`src/rtl/seg_scan_ctrl_pkg.sv`:
```
// Shared definitions for the 7-segment scan sequencer: digit widths,
// segment constants and FSM state encoding.
package seg_scan_ctrl_pkg;

  localparam int BCD_W = 4;
  localparam int SEG_W = 7;

  // Active-low patterns, bit 6 = segment a ... bit 0 = segment g
  localparam logic [SEG_W-1:0] SEG_BLANK = 7'h7F;
  localparam logic [SEG_W-1:0] SEG_ZERO  = 7'b0000001;

  typedef enum logic [1:0] {
    IDLE = 2'd0,
    SCAN = 2'd1,
    FIN  = 2'd2
  } state_t;

endpackage

```
`src/rtl/seg_scan_ctrl_bcd27seg.sv`:
```
// BCD to common-anode 7-segment decoder (active-low, a..g on bits 6..0).
// Codes 10..15 are shown dark.
module bcd27seg
  import seg_scan_ctrl_pkg::*;
(
  input  logic [BCD_W-1:0] bcd,
  output logic [SEG_W-1:0] seg
);

  always_comb begin
    seg = SEG_BLANK;
    case (bcd)
      4'd0:    seg = SEG_ZERO;
      4'd1:    seg = 7'b1001111;
      4'd2:    seg = 7'b0010010;
      4'd3:    seg = 7'b0000110;
      4'd4:    seg = 7'b1001100;
      4'd5:    seg = 7'b0100100;
      4'd6:    seg = 7'b0100000;
      4'd7:    seg = 7'b0001111;
      4'd8:    seg = 7'b0000000;
      4'd9:    seg = 7'b0000100;
      default: seg = SEG_BLANK;
    endcase
  end

endmodule

```
`src/rtl/seg_scan_ctrl.sv`:
```
// Walks NDIG captured BCD digits (MSD first) through one shared decoder,
// updating one digit register per clock with optional leading-zero blanking.
module seg_scan_ctrl
  import seg_scan_ctrl_pkg::*;
#(
  parameter int NDIG = 8
) (
  input  logic                  clk,
  input  logic                  rst,
  input  logic                  load,
  input  logic [BCD_W*NDIG-1:0] bcd_in,
  input  logic                  blank_lz,
  output logic                  busy,
  output logic                  done,
  output logic [SEG_W*NDIG-1:0] seg_out
);

  localparam int IW = (NDIG > 1) ? $clog2(NDIG) : 1;

  state_t                state;
  logic [IW-1:0]         idx;
  logic [BCD_W*NDIG-1:0] shadow;
  logic                  lz_act;
  logic [BCD_W-1:0]      dig;
  logic [SEG_W-1:0]      dec;

  // The single decoder sits only on the register-input path of seg_out.
  assign dig = shadow[BCD_W*idx +: BCD_W];

  bcd27seg u_dec (
    .bcd (dig),
    .seg (dec)
  );

  always_ff @(posedge clk) begin
    if (rst) begin
      state   <= IDLE;
      idx     <= IW'(NDIG-1);
      shadow  <= '0;
      lz_act  <= 1'b0;
      busy    <= 1'b0;
      done    <= 1'b0;
      seg_out <= {NDIG{SEG_BLANK}};
    end else begin
      done <= 1'b0;
      case (state)
        IDLE: begin
          if (load) begin
            shadow <= bcd_in;
            lz_act <= blank_lz;
            idx    <= IW'(NDIG-1);
            busy   <= 1'b1;
            state  <= SCAN;
          end
        end
        SCAN: begin
          // Digit 0 is never blanked so an all-zero value still shows "0";
          // any non-zero code (including invalid ones) ends the blanking run.
          if (lz_act && (dig == '0) && (idx != '0)) begin
            seg_out[SEG_W*idx +: SEG_W] <= SEG_BLANK;
          end else begin
            seg_out[SEG_W*idx +: SEG_W] <= dec;
            lz_act <= 1'b0;
          end
          if (idx == '0) begin
            done  <= 1'b1;
            state <= FIN;
          end else begin
            idx <= idx - IW'(1);
          end
        end
        FIN: begin
          busy  <= 1'b0;
          idx   <= IW'(NDIG-1);
          state <= IDLE;
        end
        default: begin
          busy  <= 1'b0;
          state <= IDLE;
        end
      endcase
    end
  end

endmodule

```
`config.mk`:
```
export PLATFORM = sky130hd
export DESIGN_NAME = seg_scan_ctrl
export DESIGN_NICKNAME = d
export VERILOG_FILES = /design/src/rtl/seg_scan_ctrl_pkg.sv /design/src/rtl/seg_scan_ctrl_bcd27seg.sv /design/src/rtl/seg_scan_ctrl.sv
export SDC_FILE = /design/constraint.sdc
export NUM_CORES = 1
export LEC_CHECK = 0
export BUFFER_PORTS_ARGS = -buffer_cell sky130_fd_sc_hd__buf_2
export CAP_MARGIN = 20
export CORE_MARGIN = 2
export CORE_UTILIZATION = 53
export CTS_CLUSTER_SIZE = 24
export DETAILED_ROUTE_END_ITERATION = 10
export PLACE_DENSITY = 0.79
export SYNTH_ARGS = -nofsm -noshare
export SYNTH_HDL_FRONTEND = slang
export SYNTH_HIERARCHICAL = 1
export SYNTH_SLANG_ARGS = --single-unit
```
`constraint.sdc`:
```
create_clock -name clk -period 3.4 [get_ports clk]
set_input_delay 0.34 -clock clk [delete_from_list [all_inputs] [get_ports clk]]
set_output_delay 0.34 -clock clk [all_outputs]
set_load 0.01 [all_outputs]
```
# [Word-level counts from Yosys, hierarchy flattened]
# Memory sizes are Yosys's and may differ from the RTL's.
# Index checks and enable logic that the tools add are counted.
[op_classes] n_addsub=2 multipliers=1 n_eq_ne=6 shifts=4 mux=15 n_bitwise=1 n_reduce_logical=14
[op_table] op="56-bit bitwise mux" count=2
[op_table] op="56-bit two-way mux" count=1
[op_table] op="7-bit by 34-bit variable shift with 56-bit output (first input constant)" count=1
[op_table] op="7-bit by 34-bit variable part select with 56-bit output" count=1
[op_table] op="7-bit by 34-bit variable part select with 56-bit output (first input constant)" count=1
[op_table] op="6-bit negation with 34-bit output" count=1
[op_table] op="32-bit by 6-bit variable part select with 4-bit output" count=1
[op_table] op="3-bit one-hot mux with 3 select lines" count=1
[op_table] op="2-bit != test (second input constant)" count=4
[op_table] op="3-bit by 3-bit multiplier with 6-bit output (first input constant)" count=1
[op_table] op="3-bit two-way mux" count=2
[op_table] op="2-bit AND reduction" count=3
[op_table] op="3-bit AND reduction" count=2
[op_table] op="3-bit nonzero test" count=2
[op_table] op="4-bit zero test" count=1
[op_table] op="1-bit two-way mux" count=4
[op_table] op="2-bit two-way mux" count=2
[op_table] op="1-bit one-hot mux with 2 select lines" count=2
[op_table] op="2-bit one-hot mux with 2 select lines" count=1
[op_table] op="3-bit zero test" count=1
[op_table] op="3-bit by 1-bit subtractor with 3-bit output (second input constant)" count=1
[op_table] op="2-bit by 1-bit equality test with 1-bit output (second input constant)" count=1
[op_table] op="2-bit equality test (second input constant)" count=1
[op_table] op="1-bit logical AND" count=2
[op_table] op="other kinds (4)" count=4
[word_totals] register_bits=96 rom_bits=112 inputBits=36 output_inout_bits=58 word_cells=51 mem_count=1
[mem_list] memory="(no name shown)" depth=16 width=7 read_ports=1 rd_ports_with_merged_regs=0 wr=0 line="seg_scan_ctrl_bcd27seg.sv:12" source="case (bcd)"

# [Depth between registers and ports, before layout]
# Gate-level depths: netlist (run 1).
[depth] word_depth=6 mapped_depth=13 ltp_nobuf=11

# [Modules after synthesis]
# Netlist (run 1), hierarchy kept.
[modules_own_cells] module="seg_scan_ctrl" n_inst=1 cells_per_inst=389 area_per_inst_um2=3861.2 seq_area_each_um2=1921.8
[modules_own_cells] module="bcd27seg" n_inst=1 cells_per_inst=33 area_per_inst_um2=210.2 seq_area_each_um2=0.0

# [Worst setup path after synthesis (run 1)]
# OpenSTA, ideal clock, no wires.
[synth_timing] path_type="reg2reg" start="reg idx[0]" end="reg seg_out[3]" setup_ns=0.122 arrival_ns=2.679 t_required_ns=3.278 path_slack_ns=0.599 stages_incl_launch_ff=13 path_buffers=2 synth_period_minus_slack_ns=2.801 path_cell_list="dfxtp_1 > buf_6 > buf_6 > mux2_4 > a32o_1 > a311oi_2 > inv_1 > ha_1 > or2_1 > a21oi_2 > a31oi_1 > or2_2 > o32a_1"
[synth_via] elab_chain_cells=5 word_cells_on_any_way=14 classes_between="add/sub: 1; mul: 1; shift: 4; mux: 3; reduce/logical: 4; memory: 1"
[synth_lines] item="start, declared" line="seg_scan_ctrl.sv:21" source="logic [IW-1:0] idx;"
[synth_lines] item="start signal, assigned" line="seg_scan_ctrl.sv:38" source="idx <= IW'(NDIG-1);"
[synth_lines] item="start signal, assigned" line="seg_scan_ctrl.sv:51" source="idx <= IW'(NDIG-1);"
[synth_lines] item="start signal, assigned" line="seg_scan_ctrl.sv:69" source="idx <= idx - IW'(1);"
[synth_lines] item="32-bit by 6-bit variable part select with 4-bit output" line="seg_scan_ctrl.sv:28" source="assign dig = shadow[BCD_W*idx +: BCD_W];"
[synth_lines] item="net dig[0]" line="seg_scan_ctrl.sv:24" source="logic [BCD_W-1:0] dig;"
[synth_lines] item="memory read 16 x 7 bit"
[synth_lines] item="net dec[3]" line="seg_scan_ctrl.sv:25" source="logic [SEG_W-1:0] dec;"
[synth_lines] item="7-bit by 34-bit variable part select with 56-bit output" line="seg_scan_ctrl.sv:62" source="seg_out[SEG_W*idx +: SEG_W] <= dec;"
[synth_lines] item="56-bit bitwise mux" line="seg_scan_ctrl.sv:62"
[synth_lines] item="56-bit two-way mux" line="seg_scan_ctrl.sv:59" source="if (lz_act && (dig == '0) && (idx != '0)) begin"
[synth_lines] item="end signal, assigned" line="seg_scan_ctrl.sv:43" source="seg_out <= {NDIG{SEG_BLANK}};"
[synth_lines] item="end, declared" line="seg_scan_ctrl.sv:15" source="output logic [SEG_W*NDIG-1:0] seg_out"
# The timed path passes the listed nets, and every way through them passes these cells.
# A chain may end at the register's enable or synchronous reset.

# [Final worst setup path (run 1)]
[layout_timing] start="reg idx[0]" end="reg seg_out[5]"
# The elaborated chain is that of the path after synthesis.

==> results.toml, run 1 <==
[status]
status = "finished clean"

[run]
maxCapViolations = 0

[clocking]
cts_buffers = 9
post_cts_resized = 0
cts_tree = "done"
holdBufCountCts = 0
clk_latency_ps = 360
clkTransAtPathRegs_ps = 90
cts_sinks = 96
clock_path_buffers = 2
cts_root_buf = "clkbuf_8"
htree_levels = 3
postCtsSetupBuffers = 0

[floorplanning]
coreArea_mm2 = 0.007331
row_count = 31
die_h_um = 91.65
die_area_mm2 = 0.008399
start_util_pct = 55.54
fp.dieW_um = 91.65
pin_count = 94

[critical_path]
critical_path.endpoint_type = "flip-flop"
critPathRequiredTime_ps = 3650
cp_max_fo = 11
crit_type = "flip-flop to flip-flop"
worstPathArrival_ps = 3370
startpoint_type = "flip-flop"

[hold_path]
worst_hold_path_type = "input pin to flip-flop"

[synth]
ys_ff_latch = 96
synth_top_family_by_area = "compound AO/OA/AOI/OAI gates"
synthAdderAreaFrac_pct = 3.073
synthSimpleGateAreaFrac_pct = 16.53
syn_area_mm2 = 0.004071
synth-xor-area-share_pct = 0
synth_compound_area_share_pct = 23.72
synthMuxAreaShare_pct = 4.733
syn_inst = 422
yosysUniqueCellTypes = 36
yosysSeqAreaShare_pct = 47.20
ys_top_cells_by_area = "dfxtp_1 47%, o32a_1 13%, nand2_1 7.4%"
synth.largest_area_cell = "dfxtp_1"
ys.warnings.count = 6
synth_top_area_share_pct = 47.20
synth_fp_nets = 468
syn_area_per_cell_um2 = 9.648

[global_routing]
overflow = 0
grt_pass1_vias = 3279
grt_max_degree = 73
grt_pass1_wl_um = 15510
gr-usage-all-layers_pct = 22.73
grt_antenna_before_repair = 0

[finish]
final_util_pct = 64.67
layout.nets = 550
drive_gt1_share_pct = 26.33
synthToLayoutAreaGrowth_pct = 16.44
final_common_cell = "dfxtp_1"
diodes = 0
layout_common_cells = "96 x dfxtp_1, 93 x buf_2, 80 x nand2_1, 54 x o32a_1, 36 x a21oi_1"

[pwr]
power_leakage_nw = 1.899
p_int_mw = 1.569
clkPwrFrac_pct = 31.0
combPwrFrac_pct = 13.8
p_sw_share_pct = 27.22
power-per-cell-area_mw_per_mm2 = 454.7
seqPwrFrac_pct = 55.2
vdd_drop_max_v = 0.0002813
switchingPower_mw = 0.5868

[drt]
dr_total_vias = 3477
drtIter0Drc = 188
final_antenna_net_count = 0
drt-vias-per-instance = 5.719
post-route-drc-count = 0
drt-pass1-iter-count = 4
wl_per_cell_um = 15.38
wirelength_um = 9350

[place]
port_buffers = 93
dpl.hpwl_um = 6728
gp_congestion = 0.8164

[sta]
maxSlewHeadroom_pct = 52.23
fin_crit_sh_pct = 91.71
finalSetupTns_ps = 0
setup_viol = 0
fin_crit_ps = 3118
worstMarginPinSlew_ps = 715.0
finalMaxSlewViolations = 0
clock_skew_ps = 9.631
finalHoldViolations = 0
rsz0062_at_grt = "no"
fmax_mhz = 320.7
## per-layer routing
layer | vias to the layer above | routed length (um) | track usage, %
met5 | - | 0 | 0
met4 | 0 | 148 | 7.323
met3 | 17 | 460 | 4.355
met2 | 95 | 4458 | 37.68
met1 | 1674 | 4282 | 29.96
li1 | 1691 | - | -
## worst max-delay path, cell delays in order, from the launching register on
cell and delay, ps:
dfxtp_1 640, mux2_4 340, a32o_1 220, a311oi_2 220
inv_1 130, inv_1 130, ha_1 260, o21ai_0 140
o21ai_0 230, or2_2 370, o32a_1 330
## synthesized netlist by cell type, drive strengths merged
| cell | count |
|---|---|
| a211o | 1 |
| a21o | 16 |
| a21oi | 37 |
| a311oi | 1 |
| a31oi | 1 |
| a32o | 1 |
| and2 | 10 |
| buf | 11 |
| clkbuf | 17 |
| dfxtp | 96 |
| ha | 10 |
| inv | 8 |
| mux2 | 3 |
| mux2i | 2 |
| mux4 | 6 |
| nand2 | 80 |
| nand2b | 15 |
| nand3 | 2 |
| nand3b | 1 |
| nor2 | 16 |
| nor2b | 3 |
| nor3 | 4 |
| nor3b | 4 |
| o2111a | 1 |
| o21ai | 8 |
| o22a | 2 |
| o22ai | 1 |
| o32a | 54 |
| or2 | 8 |
| or2b | 1 |
| or3 | 2 |
## path summary, 6_finish.rpt
| path | end | startpoint | cells after the start | slack [ps] |
|---|---|---|---|---|
| max | seg_out[5] | idx[0] | 10 | 280 |
| min | shadow[20] | bcd_in[20] | 3 | 210 |
| max reg2reg | seg_out[5] | idx[0] | 10 | 280 |
| min reg2reg | shadow[23] | shadow[23] | 2 | 460 |
## state kept, by name (all words and copies together) (netlist names)
| name | count |
|---|---|
| shadow | 32 |
| busy | 1 |
| lz_act | 1 |
| state | 2 |
| seg_out | 56 |
| done | 1 |
| idx | 3 |
## layout make-up
type,count,area (um2)
timing repair buffer,99,535.5
inverter,8,30.03
clock inverter,5,31.28
sequential,96,1922
multi-input combinational,290,1957
tap,99,123.9
clock buffer,11,141.4
fill,593,2590
## power groups by stage
stage	logic, mW	clock network (mW)	registers (mW)
2_1_floorplan	0.212	0	1.21
3_3_place_gp	0.285	0	1.21
3_5_place_dp	0.292	0	1.22
4_1_cts	0.293	0.676	1.19
5_1_grt	0.331	0.721	1.19
6_report	0.298	0.668	1.19
## cell families after synthesis
logic type / Yosys count
fa+ha+maj: 10
flops: 96
buf+inv: 36
mux: 11
simple gates: 146
compound gates: 123
## per-stage QoR
step	instances	cell area, um2	power (mW)	worst slack [ps]	hold WS [ps]
2_1_floorplan	422	4071	1.425	598.9	432.9
3_3_place_gp	591	4548	1.499	458.1	442.4
3_5_place_dp	591	4548	1.508	322.3	446.7
4_1_cts	607	4721	2.158	298.6	206.5
5_1_grt	608	4741	2.247	111.1	215.1
6_report	608	4741	2.156	282.0	212.3
Power figures use the tool's default switching activity.
==> run 2: changes to the inputs <==
Settings changed: CORE_UTILIZATION 53 to 48, PLACE_DENSITY 0.79 to 0.75.
Clock period 3.4 ns to 2.5 ns, I/O delays scaled along.
==> results.toml, run 2 (synthesis gave the netlist of run 1 again) <==
[floorplanning]
row_count = 33
coreArea_mm2 = 0.008217
pin_count = 94
die_area_mm2 = 0.009235
fp.dieW_um = 96.10
die_h_um = 96.10
start_util_pct = 49.55

[clocking]
holdBufCountCts = 0
cts_tree = "done"
cts_root_buf = "clkbuf_8"
clk_latency_ps = 370
cts_buffers = 9
htree_levels = 3
cts_sinks = 96
clock_path_buffers = 2
clkTransAtPathRegs_ps = 100

[sta]
fin_crit_sh_pct = 106.3
fmax_mhz = 376.2
maxSlewHeadroom_pct = 61.07
clock_skew_ps = 9.834
fin_crit_ps = 2658
finalMaxSlewViolations = 0
rsz0062_at_grt = "yes"
worstMarginPinSlew_ps = 584.0
finalHoldViolations = 0
setup_viol = 44
setup_slack_ps = -157.9

[finish]
layout_common_cells = "94 x dfxtp_1, 93 x buf_2, 80 x nand2_1, 54 x o32a_1, 35 x a21oi_1"
finalNonFillerCells = 639
drive_gt1_share_pct = 34.83
synthToLayoutAreaGrowth_pct = 25.48
largest_reg_flops = 56
final_common_cell = "dfxtp_1"
final_util_pct = 62.17
regMostFlops = "seg_out"
diodes = 0
top_regs = "seg_out: 56 flops, shadow: 32 flops, idx: 3 flops"
layout.nets = 575

[critical_path]
cpMaxStageDelayCell = "dfxtp_2"
critical_path.endpoint_type = "flip-flop"
crit_top_cell = "or2_4"
critical-path-top-delay-family = "compound AO/OA/AOI/OAI gates"
cp_slowest_stage_delay_ps = 360
cp_max_fo = 4
critPathRequiredTime_ps = 2760
startpoint_type = "flip-flop"
worstPathArrival_ps = 2920
crit_type = "flip-flop to flip-flop"
crit_chain = "mux2_4 > a32o_1 > a311oi_2 > inv_1 > ha_2 > or2_4 > a21oi_4 > nor2_2 > or2_4 > o32a_1"
path_buf_inv = 1

[pwr]
switchingPower_mw = 0.8671
power-per-cell-area_mw_per_mm2 = 615.8
clkPwrFrac_pct = 32.3
p_sw_share_pct = 27.56
seqPwrFrac_pct = 51.3
vdd_drop_max_v = 0.0003496
combPwrFrac_pct = 16.3
p_int_mw = 2.279
power_leakage_nw = 2.040

[place]
dpl.hpwl_um = 7281
gp_congestion = 0.8500
dp.cells = 618
preCtsSetupSlack_ps = -204.2
port_buffers = 93

[drt]
wirelength_um = 10250
drt-pass1-iter-count = 4
dr_total_vias = 3632
wl_per_cell_um = 16.04
drt-vias-per-instance = 5.684
final_antenna_net_count = 0
post-route-drc-count = 0
drtIter0Drc = 170

[global_routing]
grt_antenna_before_repair = 0
use_met1_pct = 28.78
grt_max_degree = 43
grt_pass1_vias = 3509
gr-max-usage-layer = "met2"
gr-usage-all-layers_pct = 22.69
gr-usage-met3_pct = 4.620
overflow = 0
met2_usage_pct = 37.44
grt_pass1_wl_um = 16350

[run]
maxCapViolations = 0

[status]
status = "finished, violations left"
failed_checks = "setup timing"

[hold_path]
worst_hold_path_type = "input pin to flip-flop"
-- run 2: changes by cell type in the layout (fill, tap and decap cells not counted), sizes merged --
| cell | delta |
|---|---|
| buf | +25 |
| clkinvlp | +2 |
| bufinv | +1 |
| clkbuf | -1 |
| clkinv | -1 |
| inv | -1 |
-- run 2: layer usage --
| layer | share of wire, % | wire (um) |
|---|---|---|
| met1 | 45 | 4609 |
| met3 | 4.5 | 463 |
| met5 | 0 | 0 |
| met2 | 49 | 5027 |
| met4 | 1.5 | 149 |
-- run 2: repair_timing --
| item | 4_1_cts | 5_1_grt |
|---|---|---|
| resized for setup | 12 | 24 |
| pin swaps | 11 | 13 |
| endpoints found under the hold margin | 0 | 0 |
| setup endpoints to repair | 55 | 56 |
| buffers inserted | 1 | 4 |
-- run 2: through the flow --
stage / hold slack (ps) / total power, mW / TNS, ps / instance area (um2)
after floorplan: 386.0 / 1.947 / -3645 / 4091
after global placement: 442.8 / 2.087 / -3054 / 4733
after detailed placement: 447.2 / 2.101 / -5600 / 4733
after CTS: 101.3 / 3.104 / -1633 / 4971
after global routing: 103.4 / 3.276 / -7028 / 5109
final: 110.2 / 3.146 / -2977 / 5109
-- run 2: layout make-up --
| class | instances | area, um2 |
|---|---|---|
| Multi-Input combinational cell | 290 | 2088 |
| Clock buffer | 10 | 127.6 |
| Tap cell | 105 | 131.4 |
| Fill cell | 712 | 3108 |
| Clock inverter | 6 | 70.07 |
| Inverter | 8 | 30.03 |
| Timing Repair Buffer | 124 | 734.5 |
| Sequential cell | 96 | 1927 |
-- run 2: power groups by stage --
| stage | Combinational (mW) | Clock (mW) | Sequential [mW] |
|---|---|---|---|
| after detailed placement | 0.451 | 0 | 1.65 |
| final | 0.514 | 1.02 | 1.61 |
| after global placement | 0.439 | 0 | 1.65 |
| after CTS | 0.463 | 1.03 | 1.61 |
| after global routing | 0.563 | 1.09 | 1.62 |
| after floorplan | 0.296 | 0 | 1.65 |
-- run 2: path summary, 6_finish.rpt --
| path | endpoint | slack (ps) | cells past startpoint | start |
|---|---|---|---|---|
| setup reg to reg | seg_out[34] | -160 | 10 | idx[1] |
| setup / recovery | seg_out[34] | -160 | 10 | idx[1] |
| hold / removal | shadow[14] | 110 | 3 | bcd_in[14] |
| hold reg to reg | shadow[31] | 460 | 2 | shadow[31] |
-- run 2: worst min-delay path, delay by kind of cell --
family / cells / cell delay (ps)
AOI/OAI and AO/OA: 1 / 50
buffers and inverters: 1 / 90
and+or+nand+nor: 1 / 40
==> run 3: changes to the inputs <==
Settings changed: BUFFER_PORTS_ARGS -buffer_cell sky130_fd_sc_hd__buf_2 to unset, CORE_UTILIZATION 48 to 56, DONT_BUFFER_PORTS set to 1, PLACE_DENSITY 0.75 to 0.74.
==> results.toml, run 3 (synthesis gave the netlist of run 1 again) <==
[sta]
worstMarginPinSlew_ps = 537.4
clock_skew_ps = 7.701
finalMaxSlewViolations = 0
fin_crit_ps = 2648
fin_crit_sh_pct = 105.9
finalSetupTns_ps = -2585
rsz0062_at_grt = "yes"
fmax_mhz = 377.7
setup_viol = 44
setup_slack_ps = -147.6
finalHoldViolations = 0
maxSlewHeadroom_pct = 64.04

[clocking]
clkTransAtPathRegs_ps = 90
cts_root_buf = "clkbuf_8"
clock_path_buffers = 2
cts_sinks = 96
holdBufCountCts = 1
cts_tree = "done"
clk_latency_ps = 350
cts_buffers = 9
htree_levels = 3

[finish]
diodes = 0
drive_gt1_share_pct = 19.23
largest_reg_flops = 56
final_common_cell = "dfxtp_1"
layout.nets = 483
top_regs = "seg_out: 56 flops, shadow: 32 flops, idx: 3 flops"
synthToLayoutAreaGrowth_pct = 12.45
fillerInstances = 619
regMostFlops = "seg_out"
layout_common_cells = "94 x dfxtp_1, 80 x nand2_1, 54 x o32a_1, 36 x a21oi_1, 29 x buf_4"

[global_routing]
grt_max_degree = 39
grt_antenna_before_repair = 0
overflow = 0
grt_pass1_wl_um = 14050
gr-usage-all-layers_pct = 22.90
grt_pass1_vias = 2948

[drt]
drt-pass1-iter-count = 4
dr_total_vias = 3222
drt-vias-per-instance = 5.956
final_antenna_net_count = 0
post-route-drc-count = 0
wirelength_um = 9186
drtIter0Drc = 151
wl_per_cell_um = 16.98

[floorplanning]
row_count = 31
die_h_um = 89.27
start_util_pct = 57.05
coreArea_mm2 = 0.007137
fp.dieW_um = 89.27
pin_count = 94
die_area_mm2 = 0.007968

[pwr]
power.total_mw = 2.947
power-per-cell-area_mw_per_mm2 = 643.8
power_leakage_nw = 1.747
vdd_drop_max_v = 0.0004307

[place]
port_buffers = 0
preCtsSetupSlack_ps = -205.5
dpl.hpwl_um = 6556
gp_congestion = 0.8299

[run]
maxCapViolations = 0

[critical_path]
critical_path.endpoint_type = "flip-flop"
crit_type = "flip-flop to flip-flop"
cp_max_fo = 7
startpoint_type = "flip-flop"
worstPathArrival_ps = 2890
critPathRequiredTime_ps = 2740

[status]
status = "finished, violations left"
failed_checks = "setup timing"

[hold_path]
worst_hold_path_type = "input pin to flip-flop"
run 3: cell types whose count changed in the layout (fill, tap and decap cells not counted), sizes merged:
cell and change:
bufinv -1, buf -92, clkbuf +3, clkinvlp -2
run 3: stage by stage:
stage	util, %	area [um2]	hold slack, ps	instances
final	64.15	4578	18.46	541
after global routing	64.15	4578	-2.757	541
after CTS	63.39	4524	0.1195	540
after detailed placement	59.91	4275	327.9	521
after global placement	59.91	4275	326.5	521
after floorplan	-	4091	386.0	422
run 3: path summary, 6_finish.rpt:
check	slack (ps)	end	depth (start not counted)	from
setup / recovery	-150	seg_out[3]	10	idx[0]
hold / removal	20	shadow[9]	2	bcd_in[9]
setup reg to reg	-150	seg_out[3]	10	idx[0]
hold reg to reg	460	shadow[31]	2	shadow[31]
run 3: timing repair:
| item | 4_1_cts | 5_1_grt |
|---|---|---|
| setup buffers | 2 | 1 |
| hold endpoints to repair | 36 | 1 |
| gates resized for setup | 14 | 12 |
| cloned | 0 | 0 |
| setup endpoints to repair | 56 | 56 |
| pin swaps | 12 | 4 |
run 3: area by class of cell:
cell class	instances	area (um2)	share of cell area, %
Tap cell	99	123.9	2.706
Clock buffer	13	148.9	3.252
Clock inverter	3	17.52	0.3826
Inverter	8	30.03	0.6559
Sequential cell	96	1927	42.09
Timing Repair Buffer	32	272.8	5.958
Multi-Input combinational cell	290	2058	44.96
run 3: power by group:
group,total (mW),internal (mW),switching (mW)
combinational,0.433,0.191,0.242
sequential,1.63,1.58,0.0425
clock,0.889,0.387,0.502
run 3: worst max-delay path, stage by stage (launching register included):
cell and delay (ps):
dfxtp_4 410, mux2_4 300, a32o_1 210, a311oi_2 290, inv_2 90, ha_2 170
or2_4 230, a21oi_4 190, a31oi_4 60, or2_4 250, o32a_1 320
run 3: metal layers:
metal  part of all wire (%)  track usage, %
met1                     44           28.93
met2                     47           37.31
met3                    6.3           4.894
met4                    2.7           10.99
met5                      0               0
